**config.mk**
```make
export PLATFORM = sky130hd
export DESIGN_NAME = fp_mul
export DESIGN_NICKNAME = d
export VERILOG_FILES = /design/src/rtl/fp_pkg.sv /design/src/rtl/fp_mul_core.sv /design/src/rtl/fp_mul.sv
export SDC_FILE = /design/constraint.sdc
export NUM_CORES = 1
export LEC_CHECK = 0
export ABC_AREA = 1
export BUFFER_PORTS_ARGS = -buffer_cell sky130_fd_sc_hd__buf_2
export CORE_ASPECT_RATIO = 0.9
export CORE_UTILIZATION = 49
export DETAILED_ROUTE_END_ITERATION = 16
export PLACE_DENSITY = 0.76
export SLEW_MARGIN = 30
export SYNTH_ARGS = -nofsm -noshare
export SYNTH_HDL_FRONTEND = slang
export SYNTH_HIERARCHICAL = 1
export SYNTH_SLANG_ARGS = --single-unit
```
**constraint.sdc**
```tcl
create_clock -name clk -period 9.9 [get_ports clk]
set_input_delay 1.98 -clock clk [delete_from_list [all_inputs] [get_ports clk]]
set_output_delay 1.98 -clock clk [all_outputs]
set_load 0.01 [all_outputs]
```
**src/rtl/fp_pkg.sv**
```systemverilog
`default_nettype none
// +------------------------------------------------------------------+
// | fp_pkg: shared binary32 constants and field struct                |
// | Revision: 1.0                                                     |
// +------------------------------------------------------------------+
package fp_pkg;

    localparam int FP_BIAS = 127;
    localparam int EXP_W   = 8;
    localparam int FRAC_W  = 23;
    localparam int EXP_MAX = 254;

    typedef struct packed {
        logic              sign;
        logic [EXP_W-1:0]  exp;
        logic [FRAC_W-1:0] frac;
    } fp32_t;

endpackage
`default_nettype wire

```
**src/rtl/fp_mul_core.sv**
```systemverilog
`default_nettype none
// +------------------------------------------------------------------+
// | fp_mul_core: combinational binary32 multiply (FTZ, truncation)    |
// | Revision: 1.0                                                     |
// +------------------------------------------------------------------+
module fp_mul_core
    import fp_pkg::*;
(
    input  logic [31:0] a,
    input  logic [31:0] b,
    output logic [31:0] p,
    output logic        ex
);

    localparam logic signed [9:0] BIAS_S = 10'(FP_BIAS);
    localparam logic signed [9:0] MAX_S  = 10'(EXP_MAX);

    fp32_t             op_a;
    fp32_t             op_b;
    fp32_t             res;
    logic [23:0]       sig_a;
    logic [23:0]       sig_b;
    logic [47:0]       prod;
    logic              norm;
    logic signed [9:0] exp_sum;
    logic              any_zero;
    logic              unused_bits;

    assign op_a  = fp32_t'(a);
    assign op_b  = fp32_t'(b);
    assign sig_a = {1'b1, op_a.frac};
    assign sig_b = {1'b1, op_b.frac};
    assign prod  = sig_a * sig_b;
    assign norm  = prod[47];

    // Operand exponents are zero-extended into a signed 10-bit range so
    // that both overflow (up to 384) and underflow (down to -125) are visible.
    assign exp_sum = $signed({2'b00, op_a.exp}) + $signed({2'b00, op_b.exp})
                   - BIAS_S + $signed({9'b0, norm});

    assign any_zero = (op_a.exp == '0) || (op_b.exp == '0);

    // Truncated low-order product bits are intentionally discarded.
    assign unused_bits = ^prod[22:0];

    always_comb begin
        res      = '0;
        ex       = 1'b0;
        if (any_zero) begin
            res = '0;
            ex  = 1'b0;
        end else if ((exp_sum > MAX_S) || (exp_sum < 10'sd1)) begin
            res = '0;
            ex  = 1'b1;
        end else begin
            res.sign = op_a.sign ^ op_b.sign;
            res.exp  = exp_sum[7:0];
            res.frac = norm ? prod[46:24] : prod[45:23];
        end
    end

    assign p = res;

endmodule
`default_nettype wire

```
**src/rtl/fp_mul.sv**
```systemverilog
`default_nettype none
// +------------------------------------------------------------------+
// | fp_mul: binary32 multiplier with registered product and flag      |
// | Revision: 1.0                                                     |
// +------------------------------------------------------------------+
module fp_mul
    import fp_pkg::*;
(
    input  logic        clk,
    input  logic        rst,
    input  logic [31:0] M1,
    input  logic [31:0] M2,
    output logic [31:0] P,
    output logic        EX
);

    logic [31:0] core_p;
    logic        core_ex;

    fp_mul_core u_core (
        .a  (M1),
        .b  (M2),
        .p  (core_p),
        .ex (core_ex)
    );

    always_ff @(posedge clk) begin
        if (rst) begin
            P  <= '0;
            EX <= 1'b0;
        end else begin
            P  <= core_p;
            EX <= core_ex;
        end
    end

endmodule
`default_nettype wire

```
Word-level counts from Yosys, hierarchy flattened
Index checks and enable logic that the tools add are counted.
{ "totals": {"reg_bits": 33, "input_bits": 66, "out_inout_bits": 33, "word_cells": 17} }
{ "classes": {"n_addsub": 3, "n_mul": 1, "magnitude_cmp": 2, "muxes": 2, "bitwise": 1, "reduce_logical": 6} }
{ "ops": {"columns": ["op", "n"], "rows": [
  ["24-bit by 24-bit multiplier with 48-bit output", 1],
  ["23-bit 2-to-1 mux", 1],
  ["8-bit logical NOT", 2],
  ["10-bit by 2-bit adder with 10-bit output", 1],
  ["10-bit by 9-bit greater-than comparator with 1-bit output (second input constant)", 1],
  ["10-bit by 2-bit < comparator with 1-bit output (second input constant)", 1],
  ["10-bit by 8-bit subtractor with 10-bit output (second input constant)", 1],
  ["8-bit by 8-bit adder with 9-bit output", 1],
  ["3-bit OR reduction", 1],
  ["1-bit logical OR", 2],
  ["2-bit OR reduction", 1],
  ["1-bit 2-to-1 mux", 1],
  ["1-bit XOR", 1]
]} }

Logic depth before layout (Yosys ltp)
Gate-level depths: netlist of the first run.
{ "logic_depth": {"depth_word": 6, "depth_mapped": 50, "ltp_nobuf": 48} }

Modules after synthesis
The synthesis of the first run kept the hierarchy.
{ "by_module_without_submodules": {"columns": ["mod", "n_inst", "cells_each", "area_per_inst_um2", "seq_area_each_um2"], "rows": [
  ["fp_mul_core", 1, 2892, 20827.5, 0.0],
  ["fp_mul", 1, 103, 958.4, 660.6]
]} }

Least setup slack after synthesis of the first run
Ideal clock, no wire load.
{ "synth_timing": {"kind": "input to register", "start": "input M2[3]", "end": "register P[14]", "setup_ps": 64, "t_arrival_ps": 9390, "t_required_ps": 9836, "setup_slack_ps": 447, "stages": 44, "n_path_buf": 3, "path_cell_list": "clkbuf_1 > nand2_1 > fa_1 > inv_1 > fa_1 > inv_1 > fa_1 > inv_1 > fa_1 > inv_1 > fa_1 > inv_1 > fa_1 > inv_1 > fa_1 > inv_1 > ha_1 > nand2_1 > (+8 left out) > buf_6 > nand2_1 > nand2_1 > ha_1 > fa_1 > nand2_1 > nand2_1 > nand4_1 > nand2_1 > or2_1 > nand2_1 > nand3_2 > nor2_4 > buf_6 > nand2_1 > a21oi_1 > inv_1 > nor2_1"} }
{ "synth_via": {"elab_chain_len": 5, "elab_cells_between_ends": 7, "classes_between": "add/sub (1); mul (1); order compare (2); mux (1); reduce/logical (2)"} }
{ "synth_rtl": {"columns": ["item", "line_no", "text"], "rows": [
  ["start, declared", "fp_mul.sv:12", "input logic [31:0] M2,"],
  ["24-bit by 24-bit multiplier with 48-bit output *", "fp_mul_core.sv:33", "assign prod = sig_a * sig_b;"],
  ["10-bit by 2-bit adder with 10-bit output", "fp_mul_core.sv:39", "- BIAS_S + $signed({9'b0, norm});"],
  ["10-bit by 9-bit greater-than comparator with 1-bit output or 10-bit by 2-bit < comparator with 1-bit output (tied branches)", "fp_mul_core.sv:52", "end else if ((exp_sum > MAX_S) || (exp_sum < 10'sd1)) begin"],
  ["1-bit logical OR", "fp_mul_core.sv:52", null],
  ["3-bit OR reduction (no line)", null, null],
  ["end signal, assigned", "fp_mul.sv:32", "P <= core_p;"],
  ["end, declared", "fp_mul.sv:13", "output logic [31:0] P,"]
]} }
Every way passes the cells marked *; elsewhere a longest branch is shown, timed or not.
A chain may end at the register's enable or synchronous reset.

Final worst setup path of the first run
{ "layout_timing": {"start": "input M1[16]", "end": "register P[3]"} }
{ "layout_via": {"elab_chain_len": 5, "elab_cells_between_ends": 7, "classes_between": "add/sub (1); mul (1); order compare (2); mux (1); reduce/logical (2)"} }
{ "layout_rtl": {"columns": ["item", "line_no", "text"], "rows": [
  ["start, declared", "fp_mul.sv:11", "input logic [31:0] M1,"],
  ["24-bit by 24-bit multiplier with 48-bit output *", "fp_mul_core.sv:33", null],
  ["10-bit by 2-bit adder with 10-bit output", "fp_mul_core.sv:39", null],
  ["10-bit by 9-bit greater-than comparator with 1-bit output or 10-bit by 2-bit < comparator with 1-bit output (tied branches)", "fp_mul_core.sv:52", null],
  ["1-bit logical OR", "fp_mul_core.sv:52", null],
  ["3-bit OR reduction (no line)", null, null]
]} }
Marked as above.

==> results of run 1 <==
==> Yosys cell counts <==
cell	instances	area share [%]
sky130_fd_sc_hd__inv_1	960	17
sky130_fd_sc_hd__xnor2_1	6	0.24
sky130_fd_sc_hd__o21a_1	3	0.10
sky130_fd_sc_hd__nand4_1	16	0.46
sky130_fd_sc_hd__o21ai_0	18	0.41
sky130_fd_sc_hd__buf_4	1	0.034
sky130_fd_sc_hd__and3_1	1	0.029
sky130_fd_sc_hd__nand2_4	1	0.052
sky130_fd_sc_hd__o21bai_1	13	0.45
sky130_fd_sc_hd__dfxtp_1	33	3.0
sky130_fd_sc_hd__nor2_1	167	2.9
sky130_fd_sc_hd__nand3_1	46	1.1
sky130_fd_sc_hd__a31oi_1	1	0.029
sky130_fd_sc_hd__nor2_2	6	0.17
sky130_fd_sc_hd__ha_1	184	11
sky130_fd_sc_hd__nand3b_1	8	0.28
sky130_fd_sc_hd__o21ai_1	5	0.11
sky130_fd_sc_hd__buf_6	9	0.47
sky130_fd_sc_hd__nor4_1	3	0.086
sky130_fd_sc_hd__nor3_1	9	0.21
sky130_fd_sc_hd__nand2_2	2	0.057
sky130_fd_sc_hd__nor2_4	2	0.10
sky130_fd_sc_hd__or2_2	1	0.029
sky130_fd_sc_hd__clkbuf_1	92	1.6
sky130_fd_sc_hd__or2_1	1	0.029
sky130_fd_sc_hd__xor2_1	6	0.24
sky130_fd_sc_hd__nand4_2	2	0.11
sky130_fd_sc_hd__and2_1	5	0.14
sky130_fd_sc_hd__a21o_1	2	0.069
sky130_fd_sc_hd__nand3_2	2	0.092
sky130_fd_sc_hd__inv_2	7	0.12
sky130_fd_sc_hd__a21oi_2	2	0.080
sky130_fd_sc_hd__fa_1	482	44
sky130_fd_sc_hd__nand2_1	840	14
sky130_fd_sc_hd__a21oi_1	58	1.3
sky130_fd_sc_hd__a21boi_0	1	0.034
==> cell families (layout without fill, tap and decap cells) <==
group,after synthesis,after routing,share of synthesized area [%]
and+or+nand+nor,1112,1112,20.3
AOI/OAI and AO/OA,103,103,2.62
adders and majority gates,666,666,54.9
xor gates and xnor gates,12,12,0.482
DFF,33,33,3.03
buffers and inverters,1069,1169,18.7
==> sequential cells by signal, indices dropped and copies added, names as in the netlist <==
name,count
P,32
EX,1
==> what timing repair did <==
item / 4_1_cts / 5_1_grt
endpoints found under the setup margin: 0 / 32
hold endpoints to repair: 0 / 0
resized for setup: 0 / 49
hold buffers: 0 / 0
==> layout make-up <==
type / count / area share (%)
well taps: 592 / 3.14
repair buffers: 194 / 5.68
clock inverters: 2 / 0.0424
inverters: 967 / 15.4
clock buffers: 6 / 0.546
flip-flops and latches: 33 / 2.80
multi-input cells: 1893 / 72.4
==> worst min-delay path by stage <==
stage            from    end  depth (start not counted)
5_1_grt        M1[31]  P[31]                          5
6_report       M1[31]  P[31]                          5
4_1_cts        M1[31]  P[31]                          5
3_5_place_dp   M1[31]  P[31]                          5
2_1_floorplan     rst     EX                          2
3_3_place_gp   M1[31]  P[31]                          5
==> metrics by stage <==
stage,TNS [ns],std cells
2_1_floorplan,0,2995
3_3_place_gp,0,3678
3_5_place_dp,0,3678
4_1_cts,0,3686
5_1_grt,-0.00568,3687
6_report,0,3687
==> worst min-delay path, cell delays in order <==
cell and delay, ns:
sky130_fd_sc_hd__buf_2 0.08, sky130_fd_sc_hd__xnor2_1 0.11, sky130_fd_sc_hd__nor2_1 0.04, sky130_fd_sc_hd__inv_1 0.04
sky130_fd_sc_hd__nor2_1 0.03
==> per-layer routing <==
| layer | track usage (%) | vias to the layer above | part of all wire (%) |
|---|---|---|---|
| li1 | - | 8534 | - |
| met1 | 35.7 | 8686 | 44 |
| met2 | 42.1 | 600 | 46 |
| met3 | 3.50 | 73 | 7.5 |
| met4 | 5.05 | 0 | 2.4 |
| met5 | 0 | - | 0 |
==> results list, run 1 <==
- Once the floorplan was initialized, standard cells occupied 50.2% of the core.
- CTS root buffer: sky130_fd_sc_hd__clkbuf_16
* Worst slack at placement: 0.0412 ns
- TritonCTS built the clock tree.
* Max-cap violations: 0
- The final layout contains 3826 nets.
* Num rows: 72
- Peak fanout along the critical path: 13
* Via count: 17900
- Netlist Area Pre-Place: 0.0218 mm^2
- Buffers and inverters on the worst path: 10
- Max-slew violation count: 0
- Post-DR vias/cell: 4.85
* Die outline area: 0.0453 mm^2
- After filler insertion, the fill cell instance count of the layout stands at 4160.
* Die Span X: 224 um
- Data required time at the worst endpoint: 10.11 ns
- In the synthesized netlist, the number of instances is 2995.
- After clock tree synthesis, the clock-pin slew on the worst setup and hold paths is 0.06 ns.
- The largest single stage delay on the critical path is 0.55 ns.
- Largest net degree at the start of global routing: 34
- Most frequent cells in the layout: 960 x sky130_fd_sc_hd__inv_1, 836 x sky130_fd_sc_hd__nand2_1, 479 x sky130_fd_sc_hd__fa_1, 183 x sky130_fd_sc_hd__ha_1, 164 x sky130_fd_sc_hd__nor2_1
- In this run the count of I/O pins placed on the die edge is 99.
- Routability-driven placement finished with a final weighted congestion of 0.985.
* Number of antenna cells inserted: 0
- Final hold analysis gives a worst-case slack of 2.06 ns.
- Most frequent standard cell in the layout excluding fill and tap cells: sky130_fd_sc_hd__inv_1
- The run finished with clean final reports.
* Relative slew slack: 59.0%
- Yosys Warn Count: 6
- Dividing the detail-routed wire length by the instance count gives 14.6 um.
* First-pass iteration count of the detailed router: 8
- Once layout is complete, the utilization of the core stands at 54.3%.
- Detailed Route Iter0 Violations: 1263
- Category of the worst setup path capture point: register
* Share of final-layout standard cells stronger than drive strength 1: 7.75%
* Min cycle time layout: 9.49 ns
- In this run the worst hold path is classified as input pin to register.
* Avg Inst Size Synth: 7.27 um^2
- Layout-stage area growth over the synthesis result: 8.30%
- Post-synth cell types: 36
- Initial antenna violation count: 0
- Critical path destination: P[3]
* Measured slew at the worst slew-check pin: 0.615 ns
- Synthesized netlist net count: 3727
- Type of the worst setup path: input pin to register
- Overall track demand over capacity in global routing: 25.4%
- After layout, the worst path uses 95.9% of the clock period.
* Core ar.: 0.0434 mm^2
- Wire length of the first global-routing pass: 92900 um
* Final standard cell area without fillers: 0.0236 mm^2
* Endpoints failing hold: 0
- For this block, the routed nets add up to 53900 um of wire.
* Source of the critical timing path: M1[16]
- DRC: 0
- FF+latch count, synth: 33
* CTS Buf Count: 5
* Crit-path slowest cell: sky130_fd_sc_hd__fa_1
- During placement, the flow inserted port buffers numbering 98.
* Part of the Yosys area used for sequential elements: 3.03%
- Data arrives at the worst endpoint at 9.70 ns.
* Die H: 202 um
- Counting buffers and inverters, the worst setup path is 42 cells deep.
* Multi-input gate area: 0.0171 mm^2
- On the critical path the largest part of the delay comes from adder cells.
- Final setup violation count: 0
* HPWL reported at the end of detailed placement: 48500 um
- The placed instances occupy a cell area of 0.0233 mm^2.
- In this run the remaining antenna-violating nets after routing total 0.
- Startpoint type of the worst setup path: input pin
- Seq. cell area: 661 um^2
* Post-CTS setup repair buffer count: 0
* Bufs on Longest Clock Path: 2
* Number of levels in the clock H-tree: 2
- The clock net in this run drives a total of 33 sinks.
- FMAX: 105 MHz
- Vias in the first global route: 18700
* Most used cell, CP: sky130_fd_sc_hd__nand2_1
* Post-route setup slack: 0.407 ns
* Global-route congestion overflow total: 0
Power of run 1 is left out: the tool's default activity adds up to more than one toggle a clock period on the data nets, which glitch-free logic cannot reach.
==> run 2, diff against run 1 <==
--- a/config.mk
+++ b/config.mk
@@ -10,6 +10,7 @@
 export CORE_ASPECT_RATIO = 0.9
 export CORE_UTILIZATION = 49
 export DETAILED_ROUTE_END_ITERATION = 16
+export GPL_TIMING_DRIVEN = 0
 export PLACE_DENSITY = 0.76
 export SLEW_MARGIN = 30
 export SYNTH_ARGS = -nofsm -noshare
==> results list, run 2 (synthesized netlist as in run 1, its figures left out) <==
- The worst endpoint required time came to 10.12 ns (was 10.11 ns).
- Number of ports placed on the die boundary: 99 (unchanged)
- Vias in the first global route: 19300 (was 18700)
- The antenna diode instance count came to 0 (unchanged).
- The placeable core region came to 0.0434 mm^2 (unchanged).
- The launch point of the worst hold path is rst (was M1[31]).
- The die extent in x came to 224 um (unchanged).
* Leading registers by flop count: P: 32 flops, EX: 1 flops (unchanged)
- Largest net degree at the start of global routing: 12 (was 34)
- The data arrival at the endpoint of the critical path came to 9.86 ns (was 9.70 ns).
- FMAX: 104 MHz (was 105 MHz)
- The post-detailed-placement half-perimeter wirelength was 57100 um (was 48500 um).
* Category of the worst setup path capture point: register (unchanged)
* Most frequent cells in the layout: 954 x sky130_fd_sc_hd__inv_1, 815 x sky130_fd_sc_hd__nand2_1, 469 x sky130_fd_sc_hd__fa_1, 169 x sky130_fd_sc_hd__ha_1, 161 x sky130_fd_sc_hd__nor2_1 (was 960 x sky130_fd_sc_hd__inv_1, 836 x sky130_fd_sc_hd__nand2_1, 479 x sky130_fd_sc_hd__fa_1, 183 x sky130_fd_sc_hd__ha_1, 164 x sky130_fd_sc_hd__nor2_1)
- The total global routing overflow was 0 (unchanged).
- Final standard cell utilization of the core: 57.6% (was 54.3%)
- Number of nets at the end of the flow: 3874 (was 3826)
- Fill cell total of the finished layout: 3965 (was 4160)
- Share of final-layout standard cells stronger than drive strength 1: 11.0% (was 7.75%)
* Die outline area: 0.0453 mm^2 (unchanged)
* Type of the worst setup path: input pin to register (unchanged)
- Multi-input gate area: 0.0174 mm^2 (was 0.0171 mm^2)
* Num Clock Sinks: 33 (unchanged)
- Most frequent standard cell in the layout excluding fill and tap cells: sky130_fd_sc_hd__inv_1 (unchanged)
* Clock slew at reported path FFs: 0.06 ns (about the same)
- The startpoint of the worst setup timing path is M1[12] (was M1[16]).
* Num rows: 72 (unchanged)
- Cell Area, Placed: 0.0230 mm^2 (was 0.0233 mm^2)
* CTS root buffer: sky130_fd_sc_hd__clkbuf_16 (unchanged)
* Fin crit share: 97.4% (was 95.9%)
- The worst min-delay path category is input pin to register (unchanged).
* DR WL/cell: 17.9 um (was 14.6 um)
* Overall routed net length: 66800 um (was 53900 um)
- The total DRC errors in the routed layout was 0 (unchanged).
- The number of antenna violations at the first check in global routing is 0 (unchanged).
* CTS Buf Count: 5 (unchanged)
- Number of placed cells counting well taps: 3684 (was 3678)
- The register with the most flip-flops is P (unchanged).
- The number of buffers inserted by port buffering was 97 (was 98).
- The height of the die is 202 um (unchanged).
- The headroom to the max-slew limit came to 45.4% (was 59.0%).
* Effective utilization at floorplan: 50.2% (unchanged)
- The sort of element at the start of the critical path is an input pin (unchanged).
- CTS Hold Buffers Added: 0 (unchanged)
* Number of non-filler instances in the completed layout: 3735 (was 3687)
* Layout-stage area growth over the synthesis result: 14.9% (was 8.30%)
* Final setup violation count: 0 (unchanged)
* Detailed Route Iter0 Violations: 1829 (was 1263)
- Max-cap violations: 0 (unchanged)
- First-pass iteration count of the detailed router: 5 (was 8)
- Crit-path slowest cell: sky130_fd_sc_hd__fa_1 (unchanged)
- Measured slew at the worst slew-check pin: 0.819 ns (was 0.615 ns)
- Endpoints failing hold: 0 (unchanged)
* Number of levels in the clock H-tree: 2 (unchanged)
- The remaining antenna violation count came to 0 (unchanged).
- Flip-flop count of the largest register after layout: 32 (unchanged)
* Max-slew violation count: 0 (unchanged)
* Final RePlAce weighted congestion: 1.01 (was 0.985)
* Post-DR vias/cell: 5.07 (was 4.85)
- The maximum cell stage delay along the critical path is 0.55 ns (about the same).
* Overall track demand over capacity in global routing: 30.4% (was 25.4%)
- Seq. cell area: 661 um^2 (unchanged)
* Peak fanout along the critical path: 10 (was 13)
- The TritonCTS clock tree is built (unchanged).
- Via count: 18900 (was 17900)
* Bufs on Longest Clock Path: 2 (unchanged)
- Min cycle time layout: 9.65 ns (was 9.49 ns)
- Wire length of the first global-routing pass: 106000 um (was 92900 um)
- The most used cell along the critical path was sky130_fd_sc_hd__nand2_2 (was sky130_fd_sc_hd__nand2_1).
- Final standard cell area without fillers: 0.0250 mm^2 (was 0.0236 mm^2)
- Status: finished clean (unchanged)
-- run 2: cell types whose count changed in the layout (fill, tap and decap cells not counted), moves of 12 or more --
cell | previous run | this run
sky130_fd_sc_hd__buf_4 | 96 | 64
sky130_fd_sc_hd__buf_6 | 2 | 35
sky130_fd_sc_hd__buf_8 | 0 | 27
sky130_fd_sc_hd__clkbuf_4 | 21 | 9
sky130_fd_sc_hd__clkbuf_8 | 0 | 14
sky130_fd_sc_hd__ha_1 | 183 | 169
sky130_fd_sc_hd__ha_4 | 0 | 12
sky130_fd_sc_hd__nand2_1 | 836 | 815
sky130_fd_sc_hd__nand2_2 | 6 | 22
-- run 2: layout make-up --
| cell class | count | area share [%] |
|---|---|---|
| Clock inverter | 3 | 0.0700 |
| Sequential cell | 33 | 2.64 |
| Tap cell | 592 | 2.96 |
| Timing Repair Buffer | 140 | 3.99 |
| Multi-Input combinational cell | 1893 | 69.7 |
| Clock buffer | 5 | 0.500 |
| Buffer | 102 | 5.63 |
| Inverter | 967 | 14.5 |
-- run 2: worst paths after layout --
| kind | endpoint | cells after the start |
|---|---|---|
| worst max-delay path | P[7] | 46 |
| worst min-delay path | P[31] | 2 |
-- run 2: timing repair --
| item | in CTS | in global routing |
|---|---|---|
| pin swaps | 5 | 59 |
| gates cloned | 0 | 3 |
| resized for setup | 281 | 224 |
| endpoints found under the setup margin | 33 | 33 |
| setup buffers | 4 | 36 |
-- run 2: through the flow --
stage          hold WS, ns  setup TNS (ns)  setup WS (ns)
3_5_place_dp          2.19          -34.19          -1.13
6_report              1.90               0          0.253
2_1_floorplan         2.16               0          0.447
4_1_cts               1.89               0        0.00434
5_1_grt               1.89          -0.795        -0.0683
3_3_place_gp          2.19          -34.12          -1.15
-- run 2: per-layer routing --
metal	global-route usage [%]	vias up	wire length [um]	part of all wire (%)
met5	0	-	0	0
met3	5.74	152	7520	11
li1	-	8644	-	-
met4	9.35	0	2430	3.6
met1	42.3	9159	26800	40
met2	48.2	982	30000	45
-- run 2: critical path: cells and delay by family --
kind	cells	cell delay, ns
compound gates	1	0.07
simple gates	24	2.26
fa+ha+maj	10	4.45
buf+inv	11	1.06
Power of run 2 is left out for the same reason.
